==> src/rtl/fp_add_pkg.sv <==
// Shared constants and alignment state encoding for the FP adder datapath.
package fp_add_pkg;

  localparam int EXP_W  = 8;
  localparam int MANT_W = 24;
  localparam int GRS_W  = 3;

  typedef enum logic [1:0] {
    IDLE  = 2'd0,
    SHIFT = 2'd1,
    DONE  = 2'd2
  } align_state_e;

endpackage

==> src/rtl/fp_sticky_shift_step.sv <==
// One combinational alignment step: right-shift {mant, g, r} by 0..STEP and
// report whether any set bit fell off the bottom of the vector.
module fp_sticky_shift_step #(
  parameter int W    = 26,
  parameter int STEP = 4,
  localparam int KW  = $clog2(STEP + 1)
) (
  input  logic [W-1:0]  vec_in,
  input  logic [KW-1:0] k,
  output logic [W-1:0]  vec_out,
  output logic          dropped
);

  always_comb begin
    vec_out = vec_in >> k;
    dropped = 1'b0;
    for (int i = 0; i < W; i++) begin
      if (i < int'(k)) dropped = dropped | vec_in[i];
    end
  end

endmodule

==> src/rtl/fp_mant_align.sv <==
// Mantissa alignment stage: swaps operands by exponent and shifts the smaller
// mantissa STEP bits per cycle. Define FP_ALIGN_ZERO_BYPASS_EN to skip shifting zero mantissas.
module fp_mant_align #(
  parameter int EXP_W  = fp_add_pkg::EXP_W,
  parameter int MANT_W = fp_add_pkg::MANT_W,
  parameter int STEP   = 4
) (
  input  logic              clk,
  input  logic              rst_n,
  input  logic              in_valid,
  output logic              in_ready,
  input  logic [EXP_W-1:0]  exp_a,
  input  logic [EXP_W-1:0]  exp_b,
  input  logic [MANT_W-1:0] mant_a,
  input  logic [MANT_W-1:0] mant_b,
  input  logic [EXP_W-1:0]  exp_diff,
  input  logic              a_ge_b,
  output logic              out_valid,
  input  logic              out_ready,
  output logic [EXP_W-1:0]  exp_out,
  output logic [MANT_W-1:0] big_mant,
  output logic [MANT_W-1:0] small_mant,
  output logic              guard,
  output logic              round_bit,
  output logic              sticky,
  output logic              swapped
);
  import fp_add_pkg::*;

  // sticky lives outside the shift vector, so the vector is {mant, g, r}
  localparam int VW = MANT_W + GRS_W - 1;
  localparam int KW = $clog2(STEP + 1);
  localparam logic [EXP_W-1:0] STEP_E  = EXP_W'(STEP);
  localparam logic [EXP_W-1:0] FLUSH_E = EXP_W'(MANT_W + 2);
  localparam logic [KW-1:0]    STEP_K  = KW'(STEP);

  align_state_e      state, state_d;
  logic [EXP_W-1:0]  remaining, exp_r;
  logic [MANT_W-1:0] big_r, sel_small;
  logic [VW-1:0]     vec_r, vec_sh;
  logic              sticky_r, swapped_r, dropped;
  logic [KW-1:0]     k;
  logic              accept, flush, skip;

  assign accept    = in_valid && in_ready;
  assign sel_small = a_ge_b ? mant_b : mant_a;
  assign flush     = exp_diff > FLUSH_E;
`ifdef FP_ALIGN_ZERO_BYPASS_EN
  assign skip = (exp_diff == '0) || flush || (sel_small == '0);
`else
  assign skip = (exp_diff == '0) || flush;
`endif
  assign k = (remaining > STEP_E) ? STEP_K : remaining[KW-1:0];

  fp_sticky_shift_step #(.W(VW), .STEP(STEP)) u_step (
    .vec_in  (vec_r),
    .k       (k),
    .vec_out (vec_sh),
    .dropped (dropped)
  );

  always_comb begin
    state_d = state;
    case (state)
      IDLE:    if (accept) state_d = skip ? DONE : SHIFT;
      SHIFT:   if (remaining == EXP_W'(k)) state_d = DONE;
      DONE:    if (out_ready) state_d = IDLE;
      default: state_d = IDLE;
    endcase
  end

  always_ff @(posedge clk) begin
    if (!rst_n) begin
      state     <= IDLE;
      remaining <= '0;
      exp_r     <= '0;
      big_r     <= '0;
      vec_r     <= '0;
      sticky_r  <= 1'b0;
      swapped_r <= 1'b0;
    end else begin
      state <= state_d;
      if (accept) begin
        exp_r     <= a_ge_b ? exp_a : exp_b;
        big_r     <= a_ge_b ? mant_a : mant_b;
        swapped_r <= !a_ge_b;
        remaining <= exp_diff;
        // past MANT_W+2 every bit lands in sticky, so skip the iteration
        if (flush) begin
          vec_r    <= '0;
          sticky_r <= |sel_small;
        end else begin
          vec_r    <= {sel_small, 2'b00};
          sticky_r <= 1'b0;
        end
      end else if (state == SHIFT) begin
        vec_r     <= vec_sh;
        sticky_r  <= sticky_r | dropped;
        remaining <= remaining - EXP_W'(k);
      end
    end
  end

  assign in_ready   = (state == IDLE) && rst_n;
  assign out_valid  = (state == DONE) && rst_n;
  assign exp_out    = rst_n ? exp_r : '0;
  assign big_mant   = rst_n ? big_r : '0;
  assign small_mant = rst_n ? vec_r[VW-1:GRS_W-1] : '0;
  assign guard      = rst_n && vec_r[1];
  assign round_bit  = rst_n && vec_r[0];
  assign sticky     = rst_n && sticky_r;
  assign swapped    = rst_n && swapped_r;

endmodule

==> config.mk <==
export PLATFORM = sky130hd
export DESIGN_NAME = fp_mant_align
export DESIGN_NICKNAME = d
export VERILOG_FILES = /design/src/rtl/fp_add_pkg.sv /design/src/rtl/fp_sticky_shift_step.sv /design/src/rtl/fp_mant_align.sv
export SDC_FILE = /design/constraint.sdc
export NUM_CORES = 1
export LEC_CHECK = 0
export BUFFER_PORTS_ARGS = -buffer_cell sky130_fd_sc_hd__clkbuf_2
export CORE_MARGIN = 4
export CORE_UTILIZATION = 55
export DETAILED_ROUTE_END_ITERATION = 12
export GPL_ROUTABILITY_DRIVEN = 0
export GPL_TIMING_DRIVEN = 1
export PLACE_DENSITY = 0.89
export SYNTH_ARGS = -nofsm -noshare
export SYNTH_HDL_FRONTEND = slang
export SYNTH_HIERARCHICAL = 1
export SYNTH_SLANG_ARGS = --single-unit
==> constraint.sdc <==
create_clock -name clk -period 6.4 [get_ports clk]
set_clock_uncertainty 0.1 [all_clocks]
set_input_delay 0.32 -clock clk [delete_from_list [all_inputs] [get_ports clk]]
set_output_delay 0.32 -clock clk [all_outputs]
set_load 0.05 [all_outputs]
==> metrics <==
number of hold buffers added after CTS 0; PnR worst setup slack 2.791 ns; gr usage total 27.16%; antenna viol nets, final 0; Setup WS pre-CTS 2.875 ns; sequential power share 36.6%; Num CTS Buffers 9; Congestion Overflow GR 0; Avg Inst Size Synth 8.099 um^2; HP Class input port to flip-flop; CTS max path bufs 2; Routed WL per cell 17.86 um; register bit count reported by yosys 70; core area 0.008763 mm^2; PwrDens 244.2 mW/mm^2; asr flop ratio synth 0%; die area 0.01068 mm^2; initial antenna violation count 0; drt initial violations 735; Mapped Nets 694; WS Path Type flip-flop to flip-flop; Final Slew Violations 0; htree depth 3; drt drc 0; clock slew at reported path FFs 0.08 ns; setup TNS 0 ns; Worst setup SP type flip-flop; slowest stage delay, CP 0.90 ns; largest net degree at the start of global routing 74; Syn-to-layout area delta 15.75%; final worst path period need 3.609 ns; hpwl dp 10970 um; fin crit share 56.40%; std cell rows 34; max-cap viol count 0; Fmax 277.0 MHz; Static Leak 2.770 nW; worst hold slack 0.1177 ns; pin slew with the least headroom to its limit 1.252 ns; CTS root buffer clkbuf_8; Area contributors post-synth dfxtp_1 28%, mux2i_1 11%, mux2_2 8.1%; top-area cell type share of the netlist area 28.04%; DR vias/cell 6.228; FILL cells 673; routed wire length 14890 um; clock latency on the worst-skew pair 0.36 ns; Starting Density 57.02%; clock sink total 70; peak supply drop 0.0001374 V; n_diodes 0; clock share of power 28.1%; CP endpoint kind flip-flop; Pre-antenna DRT Iters 5; crit path max fanout 30; nets@finish 798; crit-path cells or4_1, nor3_4, and2_1, nor2b_1, a22o_1, a221oi_2, nor2_1, a211oi_1; die height 103.3 um; cell taking the most area after synthesis dfxtp_1; Psw 527.4 uW; slowest CP cell and2_1; RSZ-0062 raised after global routing false; switching share of power 37.34%; PortBufs 138; post-CTS setup buffers 0; Synth Instances 617; Yosys cell types 59; vias 5194; Crit path required time 6.54 ns; EDFF count, synth 0; relative slew slack 16.56%; layout cell share with drive strength beyond 1 28.93%; Synthesis Warnings 6; internal power 885.2 uW; I/O pin count 139; Die W 103.3 um; final setup vio count 0; final hold viol count 0; first-pass GRT wire length 22870 um; Arr. time, crit path 3.75 ns; vias in the first global route 4659; cell area after synthesis 0.004997 mm^2; Logic pwr share 35.3%; Most used DFF post-synth dfxtp_1; cts repair resizes 0; sequential share of the synthesized area 28.04%; status complete, no violations; CTS tree done
-- cells by family (layout without fill, tap and decap cells) --
| family | count (synthesis) | in the layout | share of synthesized area [%] |
|---|---|---|---|
| AOI/OAI and AO/OA | 166 | 166 | 22.88 |
| and+or+nand+nor | 206 | 206 | 20.36 |
| buffers and inverters | 79 | 188 | 8.287 |
| muxes | 96 | 96 | 20.43 |
| DFF | 70 | 70 | 28.04 |
-- metal layers --
| layer | global-route usage [%] | vias to the layer above | wire, um |
|---|---|---|---|
| met5 | 0 | - | 0 |
| met4 | 10.26 | 0 | 411 |
| met3 | 5.366 | 45 | 1488 |
| met2 | 45.44 | 330 | 6946 |
| met1 | 34.61 | 2384 | 6045 |
| li1 | - | 2435 | - |
-- synth_stat cells (3+ instances only) --
master    number
a221oi_1       5
or3_1          4
a21o_1         4
mux2i_1       56
o21ai_0       11
buf_2         23
a22o_1         5
nor4_1         5
nor2_1        75
nor2b_1        5
mux2_2        36
buf_4          4
dfxtp_1       70
o22ai_1       14
or4_1          4
a211oi_1      27
inv_1         29
nand2b_1       5
a221oi_2       5
a221o_1        4
nor3_1        10
nand2_1       41
a31oi_1        5
clkbuf_1      14
nand4_1        3
buf_6          6
a21oi_1       67
nor3b_1        4
and2_1        39
-- critical path: cells and delay by family (launching register included) --
family | cells | cell delay, ns
simple gates | 5 | 2.71
compound gates | 3 | 0.35
flops | 1 | 0.34
-- final timing paths --
kind	start	end	slack (ns)	cells past startpoint
hold reg to reg	remaining[7]$_SDFFE_PN0P_	remaining[7]$_SDFFE_PN0P_	0.41	2
hold / removal	exp_diff[7]	remaining[7]$_SDFFE_PN0P_	0.12	3
setup / recovery	remaining[4]$_SDFFE_PN0P_	vec_r[5]$_SDFFE_PN0P_	2.79	8
setup reg to reg	remaining[4]$_SDFFE_PN0P_	vec_r[5]$_SDFFE_PN0P_	2.79	8
-- state kept, by name, summed over array words and instances, names as in the netlist --
signal / cells
state: 2
swapped_r: 1
remaining: 8
sticky_r: 1
big_r: 24
exp_r: 8
vec_r: 26
-- power by group through the flow --
| stage | sequential, mW | clock, mW | combinational (mW) |
|---|---|---|---|
| after global routing | 0.523 | 0.421 | 0.533 |
| after detailed placement | 0.525 | 0 | 0.489 |
| after global placement | 0.523 | 0 | 0.475 |
| after CTS | 0.516 | 0.398 | 0.491 |
| after floorplan | 0.512 | 0 | 0.399 |
| final | 0.518 | 0.397 | 0.498 |
-- final cells by class --
class	count	area, um^2	area share, %
flip-flops and latches	70	1401	24.23
inverters	29	108.9	1.882
well taps	108	135.1	2.336
repair buffers	143	728.2	12.59
clock buffers	10	127.6	2.206
clock inverters	6	86.33	1.493
multi-input cells	468	3197	55.27
-- placed cells by master, fill, tap and decap left out, types with 11 or more instances in the layout --
cell	synthesis	layout
nor2_1	75	75
clkbuf_2	1	137
nand2_1	41	41
mux2_2	36	36
mux2i_1	56	56
o21ai_0	11	11
dfxtp_1	70	70
a21oi_1	67	67
o22ai_1	14	14
a211oi_1	27	27
and2_1	39	39
inv_1	29	29
-- stage by stage --
step                      cell area [um^2]  instances  utilization (%)  total power [mW]
after CTS                             5784        834            66.01             1.406
after floorplan                       4997        617                -            0.9106
after global placement                5570        818            63.56            0.9980
after global routing                  5784        834            66.01             1.477
final                                 5784        834            66.01             1.413
after detailed placement              5570        818            63.56             1.014
(Power assumes the default switching activity.)
